`config.mk`:
```
export PLATFORM = sky130hd
export DESIGN_NAME = imem_loader
export DESIGN_NICKNAME = d
export VERILOG_FILES = /design/src/rtl/mips_loader_pkg.sv /design/src/rtl/imem_loader.sv
export SDC_FILE = /design/constraint.sdc
export NUM_CORES = 1
export LEC_CHECK = 0
export CAP_MARGIN = 15
export CORE_MARGIN = 1.5
export CORE_UTILIZATION = 44
export DETAILED_ROUTE_END_ITERATION = 10
export PLACE_DENSITY = 0.88
export SLEW_MARGIN = 20
export SYNTH_ARGS = -nofsm -noshare
export SYNTH_HDL_FRONTEND = slang
export SYNTH_SLANG_ARGS = --single-unit
```
`constraint.sdc`:
```
create_clock -name clk -period 2.25 [get_ports clk]
set_input_delay 0.45 -clock clk [delete_from_list [all_inputs] [get_ports clk]]
set_output_delay 0.45 -clock clk [all_outputs]
set_load 0.01 [all_outputs]
```
`src/rtl/mips_loader_pkg.sv`:
```
// Shared definitions for the boot-time instruction memory loader.
// Contents:
//   state_t            loader FSM states
//   MAGIC_DEFAULT      default header magic (header bits [31:16])
//   MAGIC_HI/LO        header magic field position
//   COUNT_HI/LO        header word-count field position
//   hdr_magic()        extract the magic field from a header word
//   hdr_count()        extract the word-count field from a header word
package mips_loader_pkg;

  typedef enum logic [2:0] {
    IDLE     = 3'd0,
    WAIT_HDR = 3'd1,
    LOAD     = 3'd2,
    HOLD     = 3'd3,
    RUN      = 3'd4,
    ERROR    = 3'd5
  } state_t;

  localparam logic [15:0] MAGIC_DEFAULT = 16'h4D49;

  localparam int unsigned MAGIC_HI = 31;
  localparam int unsigned MAGIC_LO = 16;
  localparam int unsigned COUNT_HI = 15;
  localparam int unsigned COUNT_LO = 0;

  function automatic logic [15:0] hdr_magic(input logic [31:0] w);
    return w[MAGIC_HI:MAGIC_LO];
  endfunction

  function automatic logic [15:0] hdr_count(input logic [31:0] w);
    return w[COUNT_HI:COUNT_LO];
  endfunction

endpackage

```
`src/rtl/imem_loader.sv`:
```
// Boot-time program loader for the single-cycle MIPS instruction memory.
// Accepts a header word (magic + word count) followed by the program words
// on a valid/ready stream, writes each word through the instruction memory
// write port one cycle after its handshake, and keeps the core in reset until
// the image is complete plus HOLD_CYCLES cycles.
// Ports:
//   clk           clock, rising edge
//   reset         asynchronous, active-high reset
//   reload        one-cycle pulse: abort and wait for a new header
//   in_valid      stream word valid
//   in_data       stream word
//   in_ready      loader accepts a word this cycle
//   imem_we       instruction memory write strobe
//   imem_addr     instruction memory word index
//   imem_wdata    instruction memory write data
//   cpu_reset     reset to the MIPS core
//   done          load complete, core running
//   error         bad header received
//   words_loaded  words written since the last header
module imem_loader
  import mips_loader_pkg::*;
#(
  parameter int          ADDR_W      = 8,
  parameter logic [15:0] MAGIC       = MAGIC_DEFAULT,
  parameter int          HOLD_CYCLES = 2
) (
  input  logic              clk,
  input  logic              reset,
  input  logic              reload,
  input  logic              in_valid,
  input  logic [31:0]       in_data,
  output logic              in_ready,
  output logic              imem_we,
  output logic [ADDR_W-1:0] imem_addr,
  output logic [31:0]       imem_wdata,
  output logic              cpu_reset,
  output logic              done,
  output logic              error,
  output logic [ADDR_W:0]   words_loaded
);

  // Hold counter runs 0 .. HOLD_CYCLES-1.
  localparam int HOLD_W = (HOLD_CYCLES < 2) ? 1 : $clog2(HOLD_CYCLES);
  localparam logic [16:0] DEPTH = 17'(1 << ADDR_W);

  state_t              state_q,  state_d;
  logic [ADDR_W-1:0]   index_q,  index_d;
  logic [ADDR_W:0]     words_q,  words_d;
  logic [ADDR_W:0]     remain_q, remain_d;
  logic [HOLD_W-1:0]   hold_q,   hold_d;
  logic                we_q,     we_d;
  logic [ADDR_W-1:0]   addr_q,   addr_d;
  logic [31:0]         wdata_q,  wdata_d;

  logic                xfer;
  logic [16:0]         hdr_cnt;

  // Status outputs are pure decodes of the registered state.
  assign in_ready     = (state_q == WAIT_HDR) || (state_q == LOAD);
  assign cpu_reset    = (state_q != RUN);
  assign done         = (state_q == RUN);
  assign error        = (state_q == ERROR);
  assign imem_we      = we_q;
  assign imem_addr    = addr_q;
  assign imem_wdata   = wdata_q;
  assign words_loaded = words_q;

  assign xfer    = in_valid && in_ready;
  assign hdr_cnt = {1'b0, hdr_count(in_data)};

  always_comb begin
    state_d  = state_q;
    index_d  = index_q;
    words_d  = words_q;
    remain_d = remain_q;
    hold_d   = hold_q;
    we_d     = 1'b0;
    addr_d   = addr_q;
    wdata_d  = wdata_q;

    // reload takes priority over any transfer in the same cycle, so a word
    // offered alongside it is dropped without a write.
    if (reload) begin
      state_d  = WAIT_HDR;
      index_d  = '0;
      words_d  = '0;
      remain_d = '0;
      hold_d   = '0;
    end else begin
      case (state_q)
        IDLE: state_d = WAIT_HDR;

        WAIT_HDR: begin
          if (xfer) begin
            index_d = '0;
            words_d = '0;
            hold_d  = '0;
            if (hdr_magic(in_data) != MAGIC) begin
              state_d = ERROR;
            end else if (hdr_cnt == 17'd0) begin
              state_d = HOLD;
            end else if (hdr_cnt > DEPTH) begin
              state_d = ERROR;
            end else begin
              state_d  = LOAD;
              remain_d = (ADDR_W+1)'(hdr_cnt);
            end
          end
        end

        LOAD: begin
          if (xfer) begin
            we_d     = 1'b1;
            addr_d   = index_q;
            wdata_d  = in_data;
            index_d  = index_q + ADDR_W'(1);
            words_d  = words_q + (ADDR_W+1)'(1);
            remain_d = remain_q - (ADDR_W+1)'(1);
            if (remain_q == (ADDR_W+1)'(1)) begin
              state_d = HOLD;
              hold_d  = '0;
            end
          end
        end

        // HOLD is entered on the last handshake edge; leaving after
        // HOLD_CYCLES-1 further edges lands the RUN transition exactly
        // HOLD_CYCLES edges after that handshake.
        HOLD: begin
          if (hold_q == HOLD_W'(HOLD_CYCLES - 1)) begin
            state_d = RUN;
          end else begin
            hold_d = hold_q + HOLD_W'(1);
          end
        end

        RUN:     state_d = RUN;
        ERROR:   state_d = ERROR;
        default: state_d = IDLE;
      endcase
    end
  end

  always_ff @(posedge clk or posedge reset) begin
    if (reset) begin
      state_q  <= IDLE;
      index_q  <= '0;
      words_q  <= '0;
      remain_q <= '0;
      hold_q   <= '0;
      we_q     <= 1'b0;
      addr_q   <= '0;
      wdata_q  <= '0;
    end else begin
      state_q  <= state_d;
      index_q  <= index_d;
      words_q  <= words_d;
      remain_q <= remain_d;
      hold_q   <= hold_d;
      we_q     <= we_d;
      addr_q   <= addr_d;
      wdata_q  <= wdata_d;
    end
  end

endmodule

```
==> results.cfg, run 1 <==
[worst_hold_path]
hold_class = in -> reg
hold_depth = 3

[global_route]
grt_usage_pct = 23.0
overflow = 0
grt_max_degree = 72
grt_pass1_vias = 3253
antenna_found_initial = 0
grt_first_pass_wirelength_mm = 15.3

[setup_path]
startpoint = in_data[11]
path_max_fanout = 2
worstRegToRegCells = 5
timing.rr.start = remain_q[6]
cp-end-kind = flip-flop
cp-start-kind = input pin
critical_path_class = in -> reg
crit_required_ns = 2.47
crit_end = remain_q[1]
r2r_end = state_q[2]
cp_data_arrival_time_ns = 2.42
r2r_slack_ns = 0.14

[place]
dp_slack_ns = -0.500
place_area_um2 = 4640
dp.cells = 589
post-dp-hpwl_mm = 6.24
io_buffers = 89
gp_congestion = 0.874

[cts]
clock_sinks = 71
numCtsBuffers = 9
htreeDepth = 3
clockBufferDepth = 2
clockRootBuffer = clkbuf_8
clock_latency_ns = 0.34
clk_pin_slew_ns = 0.08
tritoncts = done

[cells_and_area]
final_cell_count_no_fill = 608
final_cell_area_um2 = 4940
nNetsFinal = 544
drive_gt1_share_pct = 14.3
fin_util_pct = 67.0
n_antenna_cell = 0
areaGrowthSynthToFinish_pct = 44.9

[drt]
drt-pass1-iter-count = 4
via_per_inst = 5.36
routed_wl_mm = 9.14
antenna_left = 0
route.detailed.drc = 0
routedWlPerCell_um = 15.0
vias = 3261
drt-initial-drc-count = 204

[synthesis]
synth_common_cells = nand2_1 (140), dfrtp_1 (71), o21ai_0 (26)
netlist.area_leader.share_pct = 52.1
syn_inst = 387
yosys.area.top_type = dfrtp_1
synth-seq-cells = 71
syn_nets = 427
synth-warning-count = 0
synth.most_common_cell = nand2_1
synth_area_per_cell_um2 = 8.81
synthArstFlopShare_pct = 100
synth_edf_count = 0
netlist_area_um2 = 3410
synthFlopType = dfrtp_1
synth.area.top_cells = dfrtp_1 (52%), nand2_1 (15%), o21ai_0 (3.8%)
yosysUniqueCellTypes = 47
ys_seq_area_share_pct = 52.1

[floorplan]
ios = 90
core_area_um2 = 7370
chipHeight_um = 91.0
start_util_pct = 46.2
die_x_um = 91.0
num_rows = 31
dieArea_um2 = 8280

[pwr]
peakVddDrop_mv = 0.268
p_clk_share_pct = 38.9
powerDensity_nw_per_um2 = 544
comb_power_share_pct = 11.5
p_leak_nw = 2.41
swShare_pct = 25.3
pwr-share-seq_pct = 49.6
intPower_w = 0.00201
power.switching_w = 0.000680

[sta]
hold_ws_ns = 0.392
fin_ws_ns = 0.0566
worst_pin_slew_ns = 0.552
skew_ns = 0.00980
fin_crit_ns = 2.19
timing.fmax_ghz = 0.456
finalHoldViolations = 0
slew_headroom_pct = 62.9
finalSetupViolations = 0
period_share_pct = 97.5
slew_violations = 0

[status]
status = completed

[run]
maxCapViolCount = 0
how the worst min path moves through the flow:
stage,start,slack (ns),to
2_1_floorplan,index_q[7],0.45,index_q[7]
3_3_place_gp,imem_wdata[25],0.46,imem_wdata[25]
3_5_place_dp,imem_wdata[20],0.46,imem_wdata[20]
4_1_cts,imem_wdata[9],0.48,imem_wdata[9]
5_1_grt,in_data[27],0.41,imem_wdata[27]
6_report,in_data[27],0.39,imem_wdata[27]
per-stage QoR:
stage | total power [W] | setup TNS [ns]
after floorplan | 0.00148 | 0
after global placement | 0.00163 | -3.06
after detailed placement | 0.00164 | -4.67
after CTS | 0.00270 | 0
after global routing | 0.00279 | -0.000344
final | 0.00269 | 0
flip-flops by register name, indices dropped and copies added (netlist names):
| name | flops |
|---|---|
| imem_addr | 8 |
| imem_wdata | 32 |
| remain_q | 9 |
| index_q | 8 |
| hold_q | 1 |
| state_q | 3 |
| words_loaded | 9 |
| imem_we | 1 |
final cells by class:
type / instances / area, um^2
Timing Repair Buffer: 127 / 1230
Multi-Input combinational cell: 288 / 1570
Fill cell: 599 / 2430
Sequential cell: 71 / 1780
Tap cell: 99 / 124
Clock inverter: 6 / 67.6
Clock buffer: 10 / 138
Inverter: 7 / 26.3
power groups by stage:
| stage | Combinational [W] | Sequential [W] | Clock, W |
|---|---|---|---|
| 2_1_floorplan | 0.000136 | 0.00134 | 0 |
| 3_3_place_gp | 0.000280 | 0.00135 | 0 |
| 3_5_place_dp | 0.000292 | 0.00135 | 0 |
| 4_1_cts | 0.000305 | 0.00133 | 0.00107 |
| 5_1_grt | 0.000335 | 0.00134 | 0.00112 |
| 6_report | 0.000309 | 0.00133 | 0.00105 |
timing repair:
item,4_1_cts,5_1_grt
buffers inserted,1,2
gates resized for setup,12,7
setup endpoints to repair,11,8
hold buffers,0,0
endpoints found under the hold margin,0,0
pin swaps,6,3
cells in the final DEF (no fill, tap or decap), types with 5 or more instances in the layout:
cell	netlist	routed
nand2_1	140	140
clkdlybuf4s50_1	0	80
dfrtp_1	71	68
buf_4	0	34
o21ai_0	26	26
nand3_1	12	12
nor2_1	12	12
a21oi_1	11	11
clkbuf_8	0	10
nor3_1	9	9
inv_1	7	6
o31ai_1	6	6
o2bb2ai_1	7	6
dlygate4sd2_1	0	5
worst max-delay path, stage by stage:
cell,delay [ns]
clkdlybuf4s50_1,0.44
nor4_2,0.32
nand4_1,0.27
o41ai_4,0.38
buf_4,0.17
nand2_2,0.06
mux2_1,0.32
cells by family (layout without fill, tap and decap cells):
logic type | after synthesis | in the layout | synth area share, %
AOI/OAI and AO/OA | 69 | 69 | 13.5
xor gates and xnor gates | 3 | 3 | 0.771
adders and majority gates | 4 | 4 | 1.47
buffers and inverters | 28 | 150 | 3.19
DFF | 71 | 71 | 52.1
muxes | 4 | 4 | 1.25
and+or+nand+nor | 208 | 208 | 27.7
metal layers:
metal  global-route usage (%)  routed length, um
met1                     28.0               3970
met2                     40.2               4490
met3                     4.19                531
met4                     8.72                149
met5                        0                  0
Note: power is estimated with default switching activity, not from simulation.
==> run 2, diff against run 1 <==
PLACE_DENSITY = 0.86   (was 0.88)
==> run 2 against run 1 <==
Sequential share of layout area decreased by 0.49 points; register-to-register slack improved by 0.07 ns; combinational power increased by 2%; worst hold slack lost 0.033 ns; clock skew increased by 0.0010 ns; critical path type unchanged; largest cell class unchanged.
==> results.cfg, run 2 (synthesis gave the netlist of run 1 again) <==
[status]
status = completed

[setup_path]
path_max_fanout = 7
cp-start-kind = input pin
crit_chain = clkdlybuf4s50_1 -> or4_4 -> o21a_4 -> o41ai_4 -> buf_6 -> buf_4 -> nand3_1 -> o2bb2ai_1
cp-end-kind = flip-flop
crit_end = remain_q[4]
cp_data_arrival_time_ns = 2.41
timing.rr.start = remain_q[0]
worstRegToRegCells = 6
slowest_stage = or4_4
crit_required_ns = 2.47
r2r_slack_ns = 0.21
startpoint = in_data[1]
r2r_end = remain_q[6]
critical_path_class = in -> reg
slowest_delay_ns = 0.45

[run]
maxCapViolCount = 0

[sta]
grt_setup_unrepaired = no
slew_headroom_pct = 65.5
finalSetupViolations = 0
timing.fmax_ghz = 0.457
worst_pin_slew_ns = 0.513
tns_ns = 0
finalHoldViolations = 0
period_share_pct = 97.2
slew_violations = 0
fin_crit_ns = 2.19
skew_ns = 0.0108

[cts]
clock_latency_ns = 0.34
tritoncts = done
htreeDepth = 3
holdBufCountCts = 0
numCtsBuffers = 9
clockBufferDepth = 2
clockRootBuffer = clkbuf_8
clk_pin_slew_ns = 0.08
clock_sinks = 71

[cells_and_area]
areaGrowthSynthToFinish_pct = 46.7
final_cell_mix = nand2_1 (140), clkdlybuf4s50_1 (81), dfrtp_1 (70)
final_cell_count_no_fill = 615
largest_reg_flops = 32
final_common_cell = nand2_1
fill_cells = 585
nNetsFinal = 551
drive_gt1_share_pct = 15.1
n_antenna_cell = 0

[place]
gp_congestion = 0.835
dp.cells = 594
post-dp-hpwl_mm = 6.34
io_buffers = 89

[global_route]
antenna_found_initial = 0
grt_first_pass_wirelength_mm = 15.5
grt_usage_pct = 23.2
grt_max_degree = 72
grt_pass1_vias = 3318
overflow = 0

[drt]
met2_length_mm = 4.43
drt-pass1-iter-count = 4
routedWlPerCell_um = 14.9
highest_layer = met4
routed_wl_mm = 9.16
vias = 3241
antenna_left = 0
via_per_inst = 5.27
route.detailed.drc = 0
wl_met3_um = 512
drt-initial-drc-count = 176
met1Wirelength_mm = 4.05

[pwr]
peakVddDrop_mv = 0.280
intPower_w = 0.00209
p_leak_nw = 2.46
p_clk_share_pct = 40.8
comb_power_share_pct = 11.4
swShare_pct = 24.3
pwr-share-seq_pct = 47.9
powerDensity_nw_per_um2 = 554
power.switching_w = 0.000674

[floorplan]
die_x_um = 91.0
num_rows = 31
dieArea_um2 = 8280
ios = 90
chipHeight_um = 91.0
start_util_pct = 46.2
core_area_um2 = 7370

[worst_hold_path]
hold_depth = 3
min_from = in_data[27]
hold_class = in -> reg
run 2: cell type report:
| class | instances | area (um^2) | share of cell area [%] |
|---|---|---|---|
| Clock inverter | 6 | 93.8 | 1.88 |
| Clock buffer | 10 | 128 | 2.55 |
| Multi-Input combinational cell | 288 | 1570 | 31.4 |
| Timing Repair Buffer | 134 | 1280 | 25.6 |
| Inverter | 7 | 26.3 | 0.526 |
| Sequential cell | 71 | 1780 | 35.6 |
| Tap cell | 99 | 124 | 2.48 |
run 2: timing repair:
item | in CTS | in global routing
endpoints found under the setup margin | 8 | 12
pin swaps | 0 | 5
setup buffers | 3 | 2
cloned | 0 | 0
resized for setup | 2 | 16
run 2: power by group through the flow:
stage               Combinational (W)  Sequential, W  Clock (W)
floorplan                    0.000136        0.00134          0
global placement             0.000286        0.00135          0
detailed placement           0.000294        0.00135          0
CTS                          0.000304        0.00132    0.00115
global route                 0.000341        0.00133    0.00121
finish                       0.000315        0.00133    0.00113
run 2: critical path: cells and delay by family:
kind	cells	cell delay, ns
AOI/OAI and AO/OA	3	0.71
buffers and inverters	3	0.73
and+or+nand+nor	2	0.52
run 2: per-stage QoR:
step	cell area [um^2]	hold WS, ns	total power [W]	setup WS, ns	util [%]
finish	5000	0.359	0.00277	0.0634	67.8
global route	5000	0.358	0.00288	0.00546	67.8
CTS	4920	0.481	0.00278	-0.00754	66.7
detailed placement	4670	0.463	0.00164	-0.370	63.3
global placement	4670	0.457	0.00163	-0.299	63.3
floorplan	3410	0.448	0.00148	0.00343	-
run 2: worst min-delay path by stage:
stage | end | slack [ns]
after floorplan | index_q[7] | 0.45
after global placement | imem_wdata[25] | 0.46
after detailed placement | imem_wdata[25] | 0.46
after CTS | imem_wdata[25] | 0.48
after global routing | imem_wdata[27] | 0.36
final | imem_wdata[27] | 0.36
run 2: per-layer routing:
metal  vias to the layer above  GRT usage [%]
li1                       1573              -
met1                      1522           30.6
met2                       132           37.5
met3                        14           3.94
met4                         0           10.0
met5                         -              0
==> run 3, diff against run 2 <==
CELL_PAD_IN_SITES_DETAIL_PLACEMENT = 1   (was not set)
CELL_PAD_IN_SITES_GLOBAL_PLACEMENT = 1   (was not set)
CORE_UTILIZATION = 32   (was 44)
PLACE_DENSITY = 0.85   (was 0.86)
==> run 3 against run 2 <==
Clock power up 14%; global-route usage down 3.4 points; critical path depth down 1; sequential power about the same; wire length up 18%; via count up 1.7%; non-clock buffer count up 4; clock skew down 0.0014 ns; largest cell class unchanged; largest power group unchanged; highest routed layer unchanged.
==> results.cfg, run 3 (synthesis gave the netlist of run 1 again) <==
[cts]
holdBufCountCts = 0
htreeDepth = 3
clock_latency_ns = 0.34
numCtsBuffers = 9
clk_pin_slew_ns = 0.08
tritoncts = done
clockBufferDepth = 2
clockRootBuffer = clkbuf_8
clock_sinks = 71

[cells_and_area]
final_common_cell = nand2_1
final_cell_mix = nand2_1 (139), clkdlybuf4s50_1 (81), dfrtp_1 (68)
nNetsFinal = 555
areaGrowthSynthToFinish_pct = 50.6
n_antenna_cell = 0
final_cell_area_um2 = 5130
final_cell_count_no_fill = 656
largest_reg_flops = 32
drive_gt1_share_pct = 17.5

[global_route]
grt_pass1_vias = 3593
overflow = 0
grt_usage_pct = 19.8
antenna_found_initial = 0
grt_first_pass_wirelength_mm = 17.8
grt_max_degree = 72

[setup_path]
timing.rr.start = state_q[1]
worstRegToRegCells = 6
slowest_delay_ns = 0.47
cp_data_arrival_time_ns = 2.41
path_max_fanout = 5
r2r_slack_ns = 0.18
r2r_end = state_q[2]
cp-end-kind = flip-flop
crit_chain = clkdlybuf4s50_1 -> or4_4 -> o21a_4 -> o41ai_4 -> buf_4 -> nand2_4 -> mux2_4
crit_required_ns = 2.47
slowest_stage = or4_4
cp-start-kind = input pin
critical_path_class = in -> reg

[drt]
drt-pass1-iter-count = 4
routedWlPerCell_um = 16.4
drt-initial-drc-count = 132
via_per_inst = 5.02
route.detailed.drc = 0
routed_wl_mm = 10.8
antenna_left = 0
vias = 3296

[place]
place_area_um2 = 4760
dp.cells = 637
gp_congestion = 0.839
io_buffers = 89
post-dp-hpwl_mm = 7.54

[worst_hold_path]
hold_depth = 3
min_from = in_data[26]
hold_end = imem_wdata[26]
hold_class = in -> reg

[pwr]
peakVddDrop_mv = 0.279
p_leak_nw = 2.49
powerDensity_nw_per_um2 = 576
p_total_w = 0.00295

[sta]
worst_pin_slew_ns = 0.434
timing.fmax_ghz = 0.457
finalHoldViolations = 0
slew_violations = 0
period_share_pct = 97.3
slew_headroom_pct = 70.8
fin_crit_ns = 2.19
skew_ns = 0.00938
finalSetupViolations = 0

[floorplan]
core_area_um2 = 10300
dieArea_um2 = 11300
num_rows = 37
start_util_pct = 33.0
ios = 90
die_x_um = 106
chipHeight_um = 106

[run]
maxCapViolCount = 0

[status]
status = completed
-- run 3: worst max path at each step --
stage                startpoint           to  slack (ns)  cells after the start
floorplan                 reset       hold_q       0.003                      1
global placement    in_data[26]  remain_q[0]       -0.45                      9
detailed placement  in_data[26]  remain_q[1]       -0.51                      9
CTS                  in_data[7]  remain_q[0]      -0.003                      7
global route        in_data[11]  remain_q[2]      -0.003                      9
finish               in_data[3]  remain_q[1]        0.06                      7
-- run 3: metal layers --
layer	track usage, %	share of wire [%]	up-vias
met3	3.13	4.2	9
met4	5.12	0.98	0
met5	0	0	-
met1	25.2	46	1610
met2	34.8	49	98
li1	-	-	1579
-- run 3: cell type report --
type,instances,area [um^2]
clock inverters,7,128
multi-input cells,288,1600
repair buffers,138,1300
flip-flops and latches,71,1780
clock buffers,9,124
inverters,7,26.3
fillers,1194,5190
well taps,136,170
-- run 3: report_power, final --
part	switching, W	internal [W]	total (W)
sequential	0.0000326	0.00130	0.00133
combinational	0.000156	0.000174	0.000330
clock	0.000540	0.000755	0.00129
-- run 3: timing repair --
action | 4_1_cts | 5_1_grt
pin swaps | 2 | 9
setup endpoints to repair | 11 | 10
gates resized for setup | 9 | 15
setup buffers | 3 | 1
-- run 3: per-stage QoR --
stage | hold slack, ns | setup WS (ns) | util, % | setup TNS [ns]
global placement | 0.457 | -0.449 | 46.1 | -4.09
finish | 0.378 | 0.0609 | 49.7 | 0
CTS | 0.484 | -0.00287 | 49.0 | -0.00287
detailed placement | 0.464 | -0.513 | 46.1 | -4.68
floorplan | 0.448 | 0.00343 | - | 0
global route | 0.389 | -0.00344 | 49.7 | -0.00344
-- run 3: worst max-delay path: cells and delay by family --
kind | cells | cell delay, ns
multiplexers | 1 | 0.31
AND/OR/NAND/NOR | 2 | 0.54
buffers and inverters | 2 | 0.66
AO/OA/AOI/OAI | 2 | 0.46
